File: src/rtl/instr_fetch.sv
// Fetch stage: owns the PC, issues in-order imem requests, buffers returned words for decode.
// Optional FETCH_MISALIGN_CHECK_EN: misaligned redirects raise fetch_fault and halt fetch.
module instr_fetch #(
  parameter logic [31:0] RESET_PC        = 32'h0000_0000,
  parameter int          MAX_OUTSTANDING = 2,
  parameter int          BUF_DEPTH       = 2
) (
  input  logic        clk,
  input  logic        rst_n,
  input  logic        redirect,
  input  logic [31:0] redirect_pc,
  output logic        imem_req_valid,
  input  logic        imem_req_ready,
  output logic [31:0] imem_req_addr,
  input  logic        imem_rsp_valid,
  input  logic [31:0] imem_rsp_data,
  output logic        if_valid,
  input  logic        if_ready,
  output logic [31:0] if_pc,
  output logic [31:0] if_pc_plus_4,
  output logic [31:0] if_instr,
  output logic        fetch_fault
);
  localparam int OW  = $clog2(MAX_OUTSTANDING + 1);
  localparam int BW  = $clog2(BUF_DEPTH + 1);
  localparam int AIW = (MAX_OUTSTANDING > 1) ? $clog2(MAX_OUTSTANDING) : 1;
  localparam int BIW = (BUF_DEPTH > 1) ? $clog2(BUF_DEPTH) : 1;

  typedef enum logic [1:0] {IDLE, RUN, HALT} state_t;
  typedef struct packed {
    logic [31:0] pc;
    logic [31:0] instr;
  } ibuf_t;

  state_t         state;
  logic           fault_q;
  logic [31:0]    fetch_pc;
  logic [OW-1:0]  outstanding, drop_cnt;
  logic [31:0]    afifo [MAX_OUTSTANDING];
  logic [AIW-1:0] a_wr, a_rd;
  ibuf_t          ibuf [BUF_DEPTH];
  logic [BIW-1:0] b_wr, b_rd;
  logic [BW-1:0]  b_cnt;

  logic [31:0] target;
  logic        misalign;

`ifdef FETCH_MISALIGN_CHECK_EN
  assign target   = redirect_pc;
  assign misalign = |redirect_pc[1:0];
`else
  logic unused_low_bits;
  assign unused_low_bits = ^redirect_pc[1:0];
  assign target   = {redirect_pc[31:2], 2'b00};
  assign misalign = 1'b0;
`endif

  function automatic logic [AIW-1:0] a_inc(input logic [AIW-1:0] p);
    return (p == AIW'(MAX_OUTSTANDING - 1)) ? '0 : p + 1'b1;
  endfunction

  function automatic logic [BIW-1:0] b_inc(input logic [BIW-1:0] p);
    return (p == BIW'(BUF_DEPTH - 1)) ? '0 : p + 1'b1;
  endfunction

  // Live in-flight requests plus buffered words must fit the buffer, so responses never overflow it.
  logic [7:0] credit;
  assign credit = 8'(outstanding) - 8'(drop_cnt) + 8'(b_cnt);

  assign imem_req_valid = (state == RUN) && !redirect &&
                          (outstanding < OW'(MAX_OUTSTANDING)) && (credit < 8'(BUF_DEPTH));
  assign imem_req_addr  = fetch_pc;

  logic req_fire, rsp_push, pop;
  assign req_fire = imem_req_valid && imem_req_ready;
  assign rsp_push = imem_rsp_valid && !redirect && (drop_cnt == '0);
  assign if_valid = (b_cnt != '0) && !redirect;
  assign pop      = if_valid && if_ready;

  assign if_pc        = ibuf[b_rd].pc;
  assign if_instr     = ibuf[b_rd].instr;
  assign if_pc_plus_4 = if_pc + 32'd4;
  assign fetch_fault  = fault_q;

  always_ff @(posedge clk) begin
    if (!rst_n) begin
      state       <= IDLE;
      fault_q     <= 1'b0;
      fetch_pc    <= RESET_PC;
      outstanding <= '0;
      drop_cnt    <= '0;
      a_wr        <= '0;
      a_rd        <= '0;
    end else begin
      case (state)
        IDLE:    state <= RUN;
        RUN:     if (redirect && misalign)  state <= HALT;
        HALT:    if (redirect && !misalign) state <= RUN;
        default: state <= IDLE;
      endcase
      if (redirect && state != IDLE) fault_q <= misalign;

      if (redirect)      fetch_pc <= target;
      else if (req_fire) fetch_pc <= fetch_pc + 32'd4;

      if (req_fire)       a_wr <= a_inc(a_wr);
      if (imem_rsp_valid) a_rd <= a_inc(a_rd);
      outstanding <= outstanding + OW'(req_fire) - OW'(imem_rsp_valid);

      // Everything still in flight after this cycle belongs to the old stream.
      if (redirect)                                drop_cnt <= outstanding - OW'(imem_rsp_valid);
      else if (imem_rsp_valid && drop_cnt != '0)   drop_cnt <= drop_cnt - 1'b1;
    end
  end

  always_ff @(posedge clk) begin
    if (req_fire) afifo[a_wr] <= fetch_pc;
  end

  always_ff @(posedge clk) begin
    if (!rst_n) begin
      b_wr  <= '0;
      b_rd  <= '0;
      b_cnt <= '0;
      for (int i = 0; i < BUF_DEPTH; i++) ibuf[i] <= '0;
    end else if (redirect) begin
      b_wr  <= b_rd;
      b_cnt <= '0;
    end else begin
      if (rsp_push) begin
        ibuf[b_wr] <= '{pc: afifo[a_rd], instr: imem_rsp_data};
        b_wr       <= b_inc(b_wr);
      end
      if (pop) b_rd <= b_inc(b_rd);
      b_cnt <= b_cnt + BW'(rsp_push) - BW'(pop);
    end
  end
endmodule

File: config.mk
export PLATFORM = sky130hd
export DESIGN_NAME = instr_fetch
export DESIGN_NICKNAME = d
export VERILOG_FILES = /design/src/rtl/instr_fetch.sv
export SDC_FILE = /design/constraint.sdc
export NUM_CORES = 1
export LEC_CHECK = 0
export CORE_AREA = 2 2 146 148
export CTS_CLUSTER_DIAMETER = 120
export CTS_CLUSTER_SIZE = 20
export DETAILED_ROUTE_END_ITERATION = 8
export DIE_AREA = 0 0 148 150
export PLACE_DENSITY = 0.79
export SETUP_SLACK_MARGIN = 0.2
export SLEW_MARGIN = 20
export SYNTH_ARGS = -nofsm -noshare
export SYNTH_HDL_FRONTEND = slang
export SYNTH_SLANG_ARGS = --single-unit
File: constraint.sdc
create_clock -name clk -period 4.83 [get_ports clk]
set_input_delay 0.7245 -clock clk [delete_from_list [all_inputs] [get_ports clk]]
set_output_delay 0.7245 -clock clk [all_outputs]
set_load 0.05 [all_outputs]
==> results.md <==
- RSZ-0062 raised after global routing: yes
- Synthesis-to-finish area growth: 25.45%
- Busiest grt layer: met2
- Max incr delay on CP: roughly 0.85 ns
- Final instance area: 13280 um2
- Register area share after synthesis: 60.32%
- Leak Pwr: 4.779 nW
- TritonRoute pass-1 iters: 5
- Worst Min Path Start: a_rd$_SDFFE_PN0P_
- Fin crit share: 92.51%
- Hold Path Class: flip-flop to flip-flop
- Max Cap Viol: 0
- Placed Cells: 1290
- Commonest cells after routing, fill and taps aside: clkdlybuf4s50_1, edfxtp_1, nor2_1
- Worst hold path cell count: 2
- DRT antenna net count: 0
- Yosys warns: 0
- Met3 Track Usage GR: 3.598%
- IR drop worst, VDD: 0.2033 mV
- Max-slew violation count: 0
- DRC viols: 0
- GR Util All Layers: a little over a fifth
- Crit path depth: 6
- Async SR Flop Fraction: 0%
- Initial antenna violation count: 0
- Vias in the first global route: 7178
- Worst-Skew Late Latency: 0.48 ns
- Post-DP Area: 12810 um2
- Setup crit end kind: output port
- Synth Cell Area: 10590 um2
- Core ar.: 20690 um2
- Number of DRC markers in iteration 0: 548
- Final hold slack: approximately 0.53 ns
- Final setup margin: 0.3616 ns
- Most common cell after layout, fill and taps aside: clkdlybuf4s50_1
- PD cells: 325.7 nW/um2
- CP Max Fanout: 37
- CTS H-Tree Depth: 1
- Root buf cell: clkbuf_16
- CTS tree: built
- Die width: between 100 and 150 um
- Max frequency: around 220 MHz
- Post-route setup TNS: 0 ns
- IO Pins: around 200
- Worst path top cell family by delay: buffers and inverters
- Slew HR: ~28%
- Syn_area_per_cell: 12.34 um2
- R2r worst-path depth: 14
- Period minus WS final: 4.468 ns
- Fillers: approximately 1600
- Vias post-DR: 7300
- TritonCTS Buffers: 15
- Syn Inst Count: 858
- Most used DFF post-synth: edfxtp_1
- Met2 global-route usage: 34.65%
- Max stage delay cell, worst path: clkdlybuf4s50_1
- DR WL/cell: between 15 and 20 um
- Die area: 22200 um2
- CP required: 4.11 ns
- Final weighted congestion in routability-driven placement: 0.8205
- Final setup viols: 0
- Worst Path Buf+Inv: 2
- DP HPWL: 16.31 mm
- Worst slew pin tran: 1.072 ns
- Starting Density: between 50% and 60%
- Antenna cells: 0
- Port-buffer cells: 191
- Reg2reg start: outstanding[0]$_SDFF_PN0_
- Crit Path Class: flip-flop to output port
- Final hold violation count: 0
- Layout cells sized above 1: 10.57%
- First-pass GRT wire length: between 30 and 40 mm
- Global route overflow: 0
- Drt via density: approximately 5.5
- Clock sink count: ~230
- Maximum clock path buffer count: 3
- Worst-path cell chain: buf_4 > a32o_1 > nand3_1 > a2111oi_1 > xor2_1 > clkdlybuf4s50_1
- CTS clk-pin slew, worst paths: 0.08 ns
- Critical path startpoint category: flip-flop
- CP Data Arrival Time: 3.74 ns
- Post-synth EDFFs: 184
- Post-route insts no fill: 1316
- NumNets Final: 1114
- Setup Slack @ Placement: 0.8065 ns
- Rows: 53
- Register bit total from synthesis: roughly 230
- Met1 track demand over resource: between 20% and 30%
- Largest net degree at the start of global routing: 63
- Netlist cell types: 66
- Hold-fix buffers, CTS: 0
- Total Wirelength: roughly 23 mm
- Worst Skew: 0.01813 ns
- Outcome: finished clean
- Die Y: 150 um
==> worst reg2reg max path: cells and delay by family, from the launching register on <==
kind / cells / cell delay (ns)
buf+inv: 4 / 0.51
simple gates: 2 / 0.37
fa+ha+maj: 5 / 1.74
xor+xnor: 2 / 0.32
compound gates: 1 / 0.53
flops: 1 / 0.34
==> stage by stage <==
stage	utilization [%]	power [mW]
after CTS	64.01	4.357
after global placement	61.91	3.136
after floorplan	-	2.864
final	64.20	4.326
after global routing	64.20	4.491
after detailed placement	61.91	3.154
==> timing repair <==
item,CTS,global route
resized for setup,0,10
buffers inserted,0,0
endpoints found under the setup margin,0,10
==> synth_stat cells, drive strengths merged (7+ instances only) <==
library cell  instances  share of area, %
nand4                14               1.0
edfxtp              184                52
a21oi                24               1.1
nor2                 87               3.1
o21ai                18              0.85
xnor2                33               2.7
dfxtp                43               8.1
clkbuf               28              0.99
buf                  26               1.5
nor2b                 8              0.47
nor3                 16              0.76
a31oi                10              0.59
ha                   10               1.2
nor4                 12              0.71
mux2i                38               3.6
inv                  23              0.82
mux2                 47               5.0
and2                 70               4.1
nand2                41               1.5
nand3                18              0.85
xor2                 16               1.3
a211oi                7              0.54
==> logic make-up (layout without fill, tap and decap cells) <==
family | Yosys count | in the layout | share of synthesized area (%)
xor+xnor | 49 | 49 | 4.053
compound gates | 99 | 99 | 6.441
simple gates | 308 | 308 | 15.68
other cells | 1 | 7 | 0.03542
fa+ha+maj | 12 | 12 | 1.560
buf+inv | 77 | 254 | 3.321
mux | 85 | 85 | 8.591
flops | 227 | 227 | 60.32
==> worst paths after layout <==
check | endpoint | slack, ns
worst max register to register | outstanding[1]$_SDFF_PN0_ | 0.93
worst min register to register | flip-flop | 0.53
worst max-delay path | if_pc_plus_4[19] | 0.36
worst min-delay path | flip-flop | 0.53
==> layer usage <==
metal	up-vias	share of wire [%]	routed length [um]
li1	3462	-	-
met4	0	1.7	400
met5	-	0	0
met2	306	48	11260
met3	31	8.3	1941
met1	3501	42	9869
==> sequential cells by signal (all words and copies together) (netlist names), 2 cells and up, named ones only <==
signal         flops
ibuf             124
afifo             60
imem_req_addr     30
b_cnt              2
drop_cnt           2
outstanding        2
==> area by class of cell <==
class | count | area [um2] | area share [%]
sequential | 227 | 6390 | 48.11
tap | 275 | 344.1 | 2.590
inverter | 23 | 86.33 | 0.6500
clock inverter | 2 | 25.02 | 0.1884
multi-input combinational | 560 | 3984 | 29.99
timing repair buffer | 205 | 2044 | 15.39
clock buffer | 24 | 409.1 | 3.080
==> power breakdown <==
part / total, mW / internal, mW / leakage (nW) / switching (mW)
registers: 2.29 / 2.22 / 2.19 / 0.0706
logic: 0.823 / 0.299 / 2.38 / 0.524
clock network: 1.22 / 0.595 / 0.207 / 0.623
(Power assumes the default switching activity.)
